### src/rtl/rf_writeback_ctrl.sv
// rf_writeback_ctrl
//
// Writer side of the 32x32 register file write port. Two producers hand in
// results over valid/ready: path A (single-cycle ALU) and path B (multi-cycle
// load/multiply). A round-robin arbiter picks one result per cycle. Results
// for x0 are dropped. Everything else goes into a small circular FIFO, and the
// FIFO drains one register write per cycle unless wb_stall is high.
//
// Ports
//   clk, rst              clock; asynchronous active-low reset
//   a_valid/a_ready       ALU result handshake; a_rd, a_data payload
//   b_valid/b_ready       load/mul result handshake; b_rd, b_data payload
//   wb_stall              freezes draining (pipeline freeze / debug)
//   rf_we, rf_rd, rf_wdata  register file write port (writeControl, Rd_addr, Write_Rd_data)
//   pending_mask          bit r set while any queued entry targets register r
//   count                 FIFO occupancy
module rf_writeback_ctrl #(
    parameter int DEPTH = 4,
    parameter int DW    = 32,
    parameter int AW    = 5
) (
    input  logic                     clk,
    input  logic                     rst,
    input  logic                     a_valid,
    output logic                     a_ready,
    input  logic [AW-1:0]            a_rd,
    input  logic [DW-1:0]            a_data,
    input  logic                     b_valid,
    output logic                     b_ready,
    input  logic [AW-1:0]            b_rd,
    input  logic [DW-1:0]            b_data,
    input  logic                     wb_stall,
    output logic                     rf_we,
    output logic [AW-1:0]            rf_rd,
    output logic [DW-1:0]            rf_wdata,
    output logic [31:0]              pending_mask,
    output logic [$clog2(DEPTH):0]   count
);

    localparam int PW = $clog2(DEPTH);
    localparam int CW = PW + 1;

    typedef enum logic {
        SRC_A = 1'b0,
        SRC_B = 1'b1
    } src_e;

    // FIFO storage and pointers
    logic [AW-1:0] mem_rd   [DEPTH];
    logic [DW-1:0] mem_data [DEPTH];
    logic [PW-1:0] rd_ptr;
    logic [PW-1:0] wr_ptr;

    src_e          last_grant;
    src_e          last_grant_next;
    src_e          grant;

    logic          empty;
    logic          full;
    logic          pop;
    logic          space;
    logic          handshake;
    logic          push;
    logic [AW-1:0] in_rd;
    logic [DW-1:0] in_data;

    assign empty = (count == '0);
    assign full  = (count == CW'(DEPTH));
    assign pop   = !empty && !wb_stall;
    // A full FIFO can still take a result in a cycle that also pops.
    assign space = !full || pop;

    // Arbitration and next-grant state. The "not granted last time" rule only
    // applies when both sources compete; a lone source is always granted.
    always_comb begin
        // NOTE: every signal written here gets a default first, so no path
        // leaves it unassigned and no latch is inferred.
        grant           = SRC_A;
        last_grant_next = last_grant;
        if (a_valid && b_valid) begin
            grant = (last_grant == SRC_A) ? SRC_B : SRC_A;
        end else if (b_valid) begin
            grant = SRC_B;
        end
        if (handshake) begin
            last_grant_next = grant;
        end
    end

    // Readies are qualified by their own valid and forced low during reset,
    // because space is true whenever the (reset) FIFO is empty.
    assign a_ready   = rst && space && a_valid && (grant == SRC_A);
    assign b_ready   = rst && space && b_valid && (grant == SRC_B);
    assign handshake = a_ready || b_ready;

    assign in_rd   = (grant == SRC_A) ? a_rd   : b_rd;
    assign in_data = (grant == SRC_A) ? a_data : b_data;
    // x0 results complete their handshake but never occupy a slot.
    assign push    = handshake && (in_rd != '0);

    // Control state: pointers, occupancy and arbiter history.
    always_ff @(posedge clk or negedge rst) begin
        if (!rst) begin
            rd_ptr     <= '0;
            wr_ptr     <= '0;
            count      <= '0;
            last_grant <= SRC_A;
        end else begin
            // NOTE: sequential state uses non-blocking assignments so every
            // flop samples pre-edge values regardless of statement order.
            last_grant <= last_grant_next;
            if (push) begin
                wr_ptr <= wr_ptr + PW'(1);
            end
            if (pop) begin
                rd_ptr <= rd_ptr + PW'(1);
            end
            if (push && !pop) begin
                count <= count + CW'(1);
            end else if (pop && !push) begin
                count <= count - CW'(1);
            end
        end
    end

    // NOTE: the storage array has no reset; an entry is only ever read while
    // count marks it valid, so clearing it would cost flops for nothing.
    always_ff @(posedge clk) begin
        if (push) begin
            mem_rd[wr_ptr]   <= in_rd;
            mem_data[wr_ptr] <= in_data;
        end
    end

    // Head entry goes straight from storage to the register file port.
    assign rf_we    = pop;
    assign rf_rd    = empty ? '0 : mem_rd[rd_ptr];
    assign rf_wdata = empty ? '0 : mem_data[rd_ptr];

    // OR of one-hot destinations over the occupied slots, walking from head.
    always_comb begin
        pending_mask = '0;
        for (int i = 0; i < DEPTH; i++) begin
            if (CW'(i) < count) begin
                pending_mask[mem_rd[rd_ptr + PW'(i)]] = 1'b1;
            end
        end
        pending_mask[0] = 1'b0;
    end

endmodule

### config.mk
export PLATFORM = sky130hd
export DESIGN_NAME = rf_writeback_ctrl
export DESIGN_NICKNAME = d
export VERILOG_FILES = /design/src/rtl/rf_writeback_ctrl.sv
export SDC_FILE = /design/constraint.sdc
export NUM_CORES = 1
export LEC_CHECK = 0
export ABC_AREA = 1
export CORE_ASPECT_RATIO = 0.8
export CORE_MARGIN = 3
export CORE_UTILIZATION = 50
export CTS_CLUSTER_SIZE = 14
export DETAILED_ROUTE_END_ITERATION = 6
export PLACE_DENSITY = 0.76
export SYNTH_ARGS = -nofsm -noshare
export SYNTH_HDL_FRONTEND = slang
export SYNTH_SLANG_ARGS = --single-unit
### constraint.sdc
create_clock -name clk -period 5.65 [get_ports clk]
set_input_delay 0.8475 -clock clk [delete_from_list [all_inputs] [get_ports clk]]
set_output_delay 0.8475 -clock clk [all_outputs]
set_load 0.01 [all_outputs]
Word-level counts from Yosys, hierarchy flattened

Memory sizes are Yosys's and may differ from the RTL's.
Index checks and enable logic that the tools add are counted.

Register bits: 8
Output and inout port bits: 75
Input bits: 79
Memories kept: 2
Bits in writable memories: 148
Logic and storage cells: 76

Memory list:

| memory   | depth | width | read ports | clocked after memory_dff | wr ports | line | source |
|---|---|---|---|---|---|---|---|
| mem_data | 4     | 32    | 1          | 0                        | 1        | 50   | `logic [DW-1:0] mem_data [DEPTH];` |
| mem_rd   | 4     | 5     | 4          | 0                        | 1        | 49   | `logic [AW-1:0] mem_rd [DEPTH];` |

Equality and inequality tests: 1
Add/subtract/negate cells: 6
Magnitude comparators: 12
Muxes and demuxes: 23
Reduce and logical (&&, ||, !) cells: 24
Bitwise operators: 4

Operator list:

| operator                                                           | count |
|---|---|
| two-way mux 32 bit                                                 | 6 |
| bitwise OR 32 bit                                                  | 3 |
| less-than comparator 5 x 6 -> 1 bit (second input constant)        | 4 |
| demux 1 bit (select 5 bit)                                         | 4 |
| greater-or-equal comparator 5 x 1 -> 1 bit (second input constant) | 4 |
| logical AND 1 bit                                                  | 14 |
| two-way mux 5 bit                                                  | 2 |
| two-way mux 1 bit                                                  | 9 |
| less-than comparator 1 x 3 -> 1 bit (first input constant)         | 2 |
| less-than comparator 2 x 3 -> 1 bit (first input constant)         | 2 |
| two-way mux 3 bit                                                  | 2 |
| zero test 1 bit                                                    | 5 |
| nonzero test 5 bit                                                 | 1 |
| adder 2 x 1 -> 2 bit (second input constant)                       | 2 |
| adder 2 bit (second input constant)                                | 2 |
| adder 3 x 1 -> 3 bit (second input constant)                       | 1 |
| equality test 3 bit (second input constant)                        | 1 |
| zero test 3 bit                                                    | 1 |
| subtractor 3 x 1 -> 3 bit (second input constant)                  | 1 |
| logical OR 1 bit                                                   | 2 |
| nonzero test 2 bit                                                 | 1 |
| NOT 1 bit                                                          | 1 |

Depth between registers and ports, before layout

Gate-level depths: netlist of the first run.

Depth after elaboration: 13
Depth in mapped cells: 15
Depth with buffers taken out: 15

Least setup slack after synthesis of the first run

Ideal clock, no wire load.

Path kind: input-to-reg
Start point: in a_valid
End point: mem mem_data[0][0] (enable)
Library setup time: 431 ps
Arrival time: 3239 ps
Buffers on the path: 1
Cell stages on the path: 9
Required time: 5219 ps
Slack: 1980 ps
Cells stage by stage: nand2_1 nand2_1 buf_2 nand2_1 nand2_1 nor2_1 nand2_1 nand2_1 nor2_1

Elaborated cells between the ends (all ways): 12
Classes of those cells: mux (4); bitwise (1); reduce/logical (7)

RTL lines:

| what                                    | line | source |
|---|---|---|
| start, declared                         | 24   | `input logic a_valid,` |
| logical AND 1 bit                       | 80   | `if (a_valid && b_valid) begin` |
| two-way mux 1 bit                       | 80   |  |
| two-way mux 5 bit                       | 96   | `assign in_rd = (grant == SRC_A) ? a_rd : b_rd;` |
| named net in_rd[3]                      | 64   | `logic [AW-1:0] in_rd;` |
| nonzero test 5 bit                      | 99   | `assign push = handshake && (in_rd != '0);` |
| logical AND 1 bit                       | 99   |  |
| two-way mux 1 bit                       | 129  | `if (push) begin` |
| two-way mux 1 bit (implied by the code) | 131  | `mem_data[wr_ptr] <= in_data;` |
| end, declared                           | 50   |  |

The timed path passes the listed nets, and every way through them passes these cells.

Final worst setup path of the first run

Start point: reg rd_ptr[1]
End point: out pending_mask[3]

Longest elaborated chain between the ends: 12
Elaborated cells between the ends (all ways): 31
Classes of those cells: add/sub (3); order compare (8); mux (12); bitwise (3); reduce/logical (4); memory (1)

RTL lines:

| what                                                                                         | line     | source |
|---|---|---|
| start, declared                                                                              | 51       | `logic [PW-1:0] rd_ptr;` |
| start signal, assigned                                                                       | 116      | `rd_ptr <= rd_ptr + PW'(1);` |
| adder 2 x 1 -> 2 bit / memory read (4 x 5 bit) (equally long branches)                       | -        |  |
| memory read (4 x 5 bit) (*)                                                                  | -        |  |
| less-than comparator 5 x 6 -> 1 bit (implied by the code), or another cell as far along      | 145      | `pending_mask[mem_rd[rd_ptr + PW'(i)]] = 1'b1;` |
| logical AND 1 bit (implied by the code) / two-way mux 1 bit (equally long branches)          | 145      |  |
| two-way mux 1 bit (implied by the code) / demux 1 bit (select 5 bit) (equally long branches) | 145      |  |
| demux 1 bit (select 5 bit) / two-way mux 32 bit (equally long branches)                      | 145, 144 |  |
| bitwise OR 32 bit (no line)                                                                  | -        |  |
| two-way mux 32 bit                                                                           | 144      | `if (CW'(i) < count) begin` |
| bitwise OR 32 bit (no line)                                                                  | -        |  |
| two-way mux 32 bit                                                                           | 144      |  |
| bitwise OR 32 bit (no line)                                                                  | -        |  |
| two-way mux 32 bit (*)                                                                       | 144      |  |
| end, declared                                                                                | 36       | `output logic [31:0] pending_mask,` |

Every way passes the cells marked *; elsewhere a longest branch is shown, timed or not.

==> results of run 1 <==
[metrics by stage]
stage	setup slack (ns)	utilization, %
after floorplan	1.98	-
after global placement	1.75	61.4
after detailed placement	1.64	61.4
after CTS	1.29	64.9
after global routing	1.06	64.9
final	1.27	64.9
[cells by family (layout without fill, tap and decap cells)]
group	Yosys count	count (layout)
xor+xnor	4	4
simple gates	642	642
buf+inv	95	245
compound gates	94	94
flops	156	156
other cells	1	1
fa+ha+maj	9	9
[sequential cells by signal (all words and copies together), names as in the netlist]
register,count
count,3
last_grant,1
mem_data,128
mem_rd,20
rd_ptr,2
wr_ptr,2
[layout by cell type (no fill, tap or decap), types with 4 or more instances in the layout]
cell type / n
clkbuf_16: 17
nand3_2: 10
nand2_2: 23
clkdlybuf4s50_1: 152
nor2_4: 5
ha_1: 9
inv_6: 4
o21ai_1: 5
inv_1: 46
edfxtp_1: 148
nor2_2: 8
nand3_1: 122
a21oi_1: 10
buf_4: 11
o21ai_2: 5
a22oi_1: 32
dfrtp_1: 6
nand2_1: 294
a31oi_1: 32
nor2_1: 173
o21ai_0: 10
nand2_4: 5
[where the power goes]
part | total, mW | leakage (nW) | switching, mW | internal (mW)
clock | 1.12 | 0.277 | 0.496 | 0.621
combinational | 3.43 | 2.53 | 2.19 | 1.24
sequential | 1.63 | 1.45 | 0.139 | 1.49
[synthesized netlist by cell type, types with 9 or more instances]
| master | number |
|---|---|
| a31oi_1 | 32 |
| nand3_2 | 10 |
| inv_1 | 46 |
| nand2_1 | 294 |
| nor2_1 | 177 |
| buf_2 | 13 |
| buf_6 | 10 |
| nand2_2 | 23 |
| a21oi_1 | 10 |
| edfxtp_1 | 148 |
| a22oi_1 | 32 |
| ha_1 | 9 |
| nand3_1 | 122 |
| clkbuf_1 | 13 |
| o21ai_0 | 10 |
[final timing paths]
check                                  startpoint                        to  depth (start not counted)
setup / recovery            rd_ptr[1]$_DFFE_PN0N_           pending_mask[3]                         10
setup reg to reg           last_grant$_DFFE_PN0P_  mem_data[1][4]$_DFFE_PP_                         10
hold / removal             last_grant$_DFFE_PN0P_    last_grant$_DFFE_PN0P_                          2
max in group asynchronous                     rst     rd_ptr[1]$_DFFE_PN0N_                          1
min in group asynchronous                     rst    last_grant$_DFFE_PN0P_                          1
hold reg to reg            last_grant$_DFFE_PN0P_    last_grant$_DFFE_PN0P_                          2
[critical path, cell delays in order, from the launching register on]
cell             delay [ns]
dfrtp_2                0.74
buf_4                  0.62
nand2_2                0.13
nand2_4                0.21
nand2_1                0.10
o21ai_2                0.11
nand3_1                0.28
nor2_1                 0.21
nor2_1                 0.06
nand2_1                0.05
clkdlybuf4s50_1        0.54
[final cells by class]
class | count | share of cell area (%)
multi-input cells | 750 | 32.7
well taps | 220 | 2.54
clock inverters | 15 | 1.45
flip-flops and latches | 156 | 42.9
inverters | 50 | 1.75
repair buffers | 163 | 14.8
clock buffers | 17 | 3.92
[metal layers]
metal | wire, um | vias to the layer above | global-route usage, %
met2 | 11100 | 402 | 41.4
li1 | - | 3658 | -
met5 | 0 | - | 0
met3 | 2400 | 34 | 5.35
met4 | 333 | 0 | 6.96
met1 | 10000 | 3484 | 34.6
==> impl_metrics.json, run 1 <==
{
  "gr-total-overflow": 0,
  "hold_viol": 0,
  "place_inst": 1339,
  "synthArstFlopShare_pct": 5.13,
  "synth_compound_area_share_pct": 7.08,
  "netlist_area_sq_um": 8610,
  "wl_per_cell_um": 17.4,
  "area_delta_synth_final_pct": 25.9,
  "routed_wl_um": 23800,
  "hold_path.class": "reg -> reg",
  "power_mw": 6.18,
  "slew_violations": 0,
  "postLayoutCellArea_sq_um": 10800,
  "diodes": 0,
  "rows": 42,
  "yosysWarningCount": 0,
  "syn_avg_cell_area_sq_um": 8.60,
  "drt_iter0_drc": 813,
  "hpwl_um": 16700,
  "synth-edff-count": 148,
  "ys_seq_area_share_pct": 53.9,
  "io_buffers": 152,
  "place.gp.congestion": 0.988,
  "r2r_slack_ns": 2.60,
  "ctsHoldBuffers": 0,
  "crit_path_max_fanout": 55,
  "track_usage_pct": 25.2,
  "nNetsFinal": 1226,
  "synthesis.nets": 1089,
  "ff_latch_area_sq_um": 4650,
  "cts_root_buf": "clkbuf_16",
  "numCtsBuffers": 17,
  "synth_fa_ha_area_share_pct": 1.31,
  "drive_above_1_share_pct": 9.12,
  "core-area_sq_um": 16700,
  "yosys.area_share.simple_pct": 32.0,
  "fp.dieH_um": 123,
  "place_area_sq_um": 10300,
  "cp.required_ns": 4.80,
  "peakVddDrop_mv": 0.320,
  "ant_nets": 0,
  "critPathArrivalTime_ns": 3.54,
  "min_period_ns": 4.38,
  "netlist_instances": 1001,
  "synth_top_family_by_area": "simple AND/OR/NAND/NOR gates",
  "fin_skew_ns": 0.00917,
  "grt_pass1_vias": 7075,
  "tightest_slew_ns": 1.18,
  "netlist-cell-type-count": 30,
  "ys_ff_latch": 156,
  "yosysTopAreaCell": "edfxtp_1",
  "outcome": "completed",
  "cap_violations": 0,
  "hold_slack_ns": 0.522,
  "die_area_sq_um": 18800,
  "start_kind": "flip-flop",
  "setup-tns-final_ns": 0,
  "nFillCells": 1374,
  "boundaryPins": 154,
  "clock_latency_ns": 0.43,
  "antenna_found_initial": 0,
  "post_layout_nonfiller_instances": 1371,
  "htreeDepth": 4,
  "initial_core_util_pct": 51.5,
  "drc": 0,
  "timing.fmax_mhz": 228,
  "via_count": 7578,
  "synth_area_leaders": "edfxtp_1 52%, nand2_1 13%, nor2_1 7.7%",
  "synth_top_cell_area_share_pct": 51.6,
  "post_cts_buffers": 0,
  "muxShareOfSynthArea_pct": 0,
  "clkTransAtPathRegs_ns": 0.07,
  "static-leakage-power_nw": 4.25,
  "cts_tree": "built",
  "yosys_most_used_dff": "edfxtp_1",
  "cts_resized": 0,
  "rsz0062_at_grt": "no",
  "cts_num_sinks": 156,
  "synth-xor-area-share_pct": 0.407,
  "worst_slew_margin_rel_pct": 21.3,
  "finalCritPeriodShare_pct": 77.6,
  "fp.dieW_um": 153,
  "power.density_nw_per_um2": 570,
  "critPathCaptureType": "output pin",
  "grt_pass1_wl_um": 37300,
  "viasPerCell": 5.53,
  "setup_viol": 0,
  "worstSetupPathType": "reg -> out",
  "first_pass_iters": 5,
  "multi_input_area_sq_um": 3540,
  "clock_path_buffers": 2,
  "grt_max_degree": 61
}
(Power assumes the default switching activity.)
==> inputs of run 2 (changes only) <==
- clock period: 5.65 -> 4.6 ns (I/O delays scaled with it)
==> impl_metrics.json, run 2 (synthesized netlist as in run 1, its figures left out) <==
{
  "outcome": "completed",
  "post_layout_nonfiller_instances": 1374,
  "hold_depth": 2,
  "track_usage_pct": 24.7,
  "worstHoldEndpoint": "last_grant$_DFFE_PN0P_",
  "gr-total-overflow": 0,
  "ctsHoldBuffers": 0,
  "slew_violations": 0,
  "nFillCells": 1404,
  "drive_above_1_share_pct": 9.01,
  "crit_path_max_fanout": 73,
  "finalCritPeriodShare_pct": 84.3,
  "r2r_slack_ns": 1.55,
  "place_ws_ns": 0.763,
  "start_kind": "flip-flop",
  "setup-tns-final_ns": 0,
  "viasPerCell": 5.48,
  "place_area_sq_um": 10300,
  "wl_per_cell_um": 16.9,
  "most-common-layout-cells": "294 x nand2_1, 173 x nor2_1, 152 x clkdlybuf4s50_1",
  "place_inst": 1343,
  "grt_pass1_vias": 7104,
  "grt_pass1_wl_um": 36500,
  "boundaryPins": 154,
  "fin_skew_ns": 0.0100,
  "ant_nets": 0,
  "rows": 42,
  "die_area_sq_um": 18800,
  "setup_slack_ns": 0.724,
  "hold_path.class": "reg -> reg",
  "cp.required_ns": 3.91,
  "cts_root_buf": "clkbuf_16",
  "clock_path_buffers": 2,
  "cap_violations": 0,
  "drt_iter0_drc": 719,
  "min_period_ns": 3.88,
  "worstSetupPathType": "reg -> out",
  "postLayoutCellArea_sq_um": 10900,
  "area_delta_synth_final_pct": 26.3,
  "timing.fmax_mhz": 258,
  "critPathArrivalTime_ns": 3.19,
  "hpwl_um": 15900,
  "diodes": 0,
  "hold_slack_ns": 0.527,
  "clock_latency_ns": 0.42,
  "cts_num_sinks": 156,
  "drc": 0,
  "nNetsFinal": 1230,
  "largest_reg_flops": 128,
  "initial_core_util_pct": 51.5,
  "core-area_sq_um": 16700,
  "cts_resized": 0,
  "regMostFlops": "mem_data",
  "clkTransAtPathRegs_ns": 0.06,
  "cts_tree": "built",
  "static-leakage-power_nw": 4.28,
  "rsz0062_at_grt": "no",
  "timing.rr.start": "last_grant$_DFFE_PN0P_",
  "first_pass_iters": 6,
  "critPathCaptureType": "output pin",
  "numCtsBuffers": 17,
  "post_cts_buffers": 0,
  "final_common_cell": "nand2_1",
  "min-delay-start": "last_grant$_DFFE_PN0P_",
  "utilization_pct": 65.1,
  "fp.dieH_um": 123,
  "power.density_nw_per_um2": 698,
  "reg2regPathDepth": 10,
  "reg_top3": "mem_data: 128 flops, mem_rd: 20 flops, count: 3 flops",
  "io_buffers": 152,
  "place.gp.congestion": 1.01,
  "antenna_found_initial": 0,
  "via_count": 7535,
  "hold_viol": 0,
  "rr_endpoint": "mem_rd[0][1]$_DFFE_PP_",
  "routed_wl_um": 23200,
  "peakVddDrop_mv": 0.362,
  "htreeDepth": 4,
  "worst_slew_margin_rel_pct": 47.1,
  "multi_input_area_sq_um": 3540,
  "fp.dieW_um": 153,
  "grt_max_degree": 74,
  "ff_latch_area_sq_um": 4650,
  "setup_viol": 0,
  "power_mw": 7.59,
  "tightest_slew_ns": 0.793
}
## run 2: cell types whose count changed in the layout (fill, tap and decap cells not counted), sizes merged
cell      previous run  this run
clkinv               5         7
clkinvlp             3         0
inv                 56        53
buf                 11        15
clkbuf              17        19
bufinv               1         2
## run 2: report_power, final
part	internal, mW	switching (mW)	leakage [nW]
logic	1.55	2.76	2.55
clock network	0.801	0.548	0.280
registers	1.83	0.104	1.45
total	4.18	3.41	4.28
## run 2: per-layer routing
| metal | part of all wire (%) | vias up | GRT usage [%] | wire length, um |
|---|---|---|---|---|
| met1 | 43 | 3464 | 34.0 | 10000 |
| met2 | 46 | 370 | 38.6 | 10700 |
| li1 | - | 3665 | - | - |
| met3 | 9.5 | 36 | 6.54 | 2220 |
| met4 | 1.5 | 0 | 8.29 | 344 |
| met5 | 0 | - | 0 | 0 |
## run 2: final cells by class
| cell class | instances | area share (%) |
|---|---|---|
| multi-input combinational | 750 | 32.6 |
| clock inverter | 12 | 1.28 |
| sequential | 156 | 42.7 |
| clock buffer | 19 | 3.98 |
| inverter | 50 | 1.75 |
| timing repair buffer | 167 | 15.1 |
| tap | 220 | 2.53 |
## run 2: critical path, stage by stage, from the launching register on
cell and delay (ns):
dfrtp_2 0.36, buf_4 0.63, nand2_2 0.16, nand2_4 0.25, nand2_1 0.10, nand2_1 0.16
nand3_1 0.22, nor2_1 0.19, nor2_1 0.06, nand2_1 0.08, clkdlybuf4s50_1 0.53
## run 2: worst max path at each step
| stage | startpoint | endpoint | slack, ns | cells past startpoint |
|---|---|---|---|---|
| floorplan | a_valid | mem_data[0][0]$_DFFE_PP_ | 1.09 | 9 |
| global placement | a_valid | mem_data[0][9]$_DFFE_PP_ | 0.91 | 11 |
| detailed placement | a_valid | mem_data[0][4]$_DFFE_PP_ | 0.76 | 11 |
| CTS | rd_ptr[0]$_DFFE_PN0N_ | pending_mask[14] | 0.75 | 12 |
| global route | rd_ptr[0]$_DFFE_PN0N_ | pending_mask[31] | 0.49 | 10 |
| finish | rd_ptr[0]$_DFFE_PN0N_ | pending_mask[8] | 0.72 | 10 |
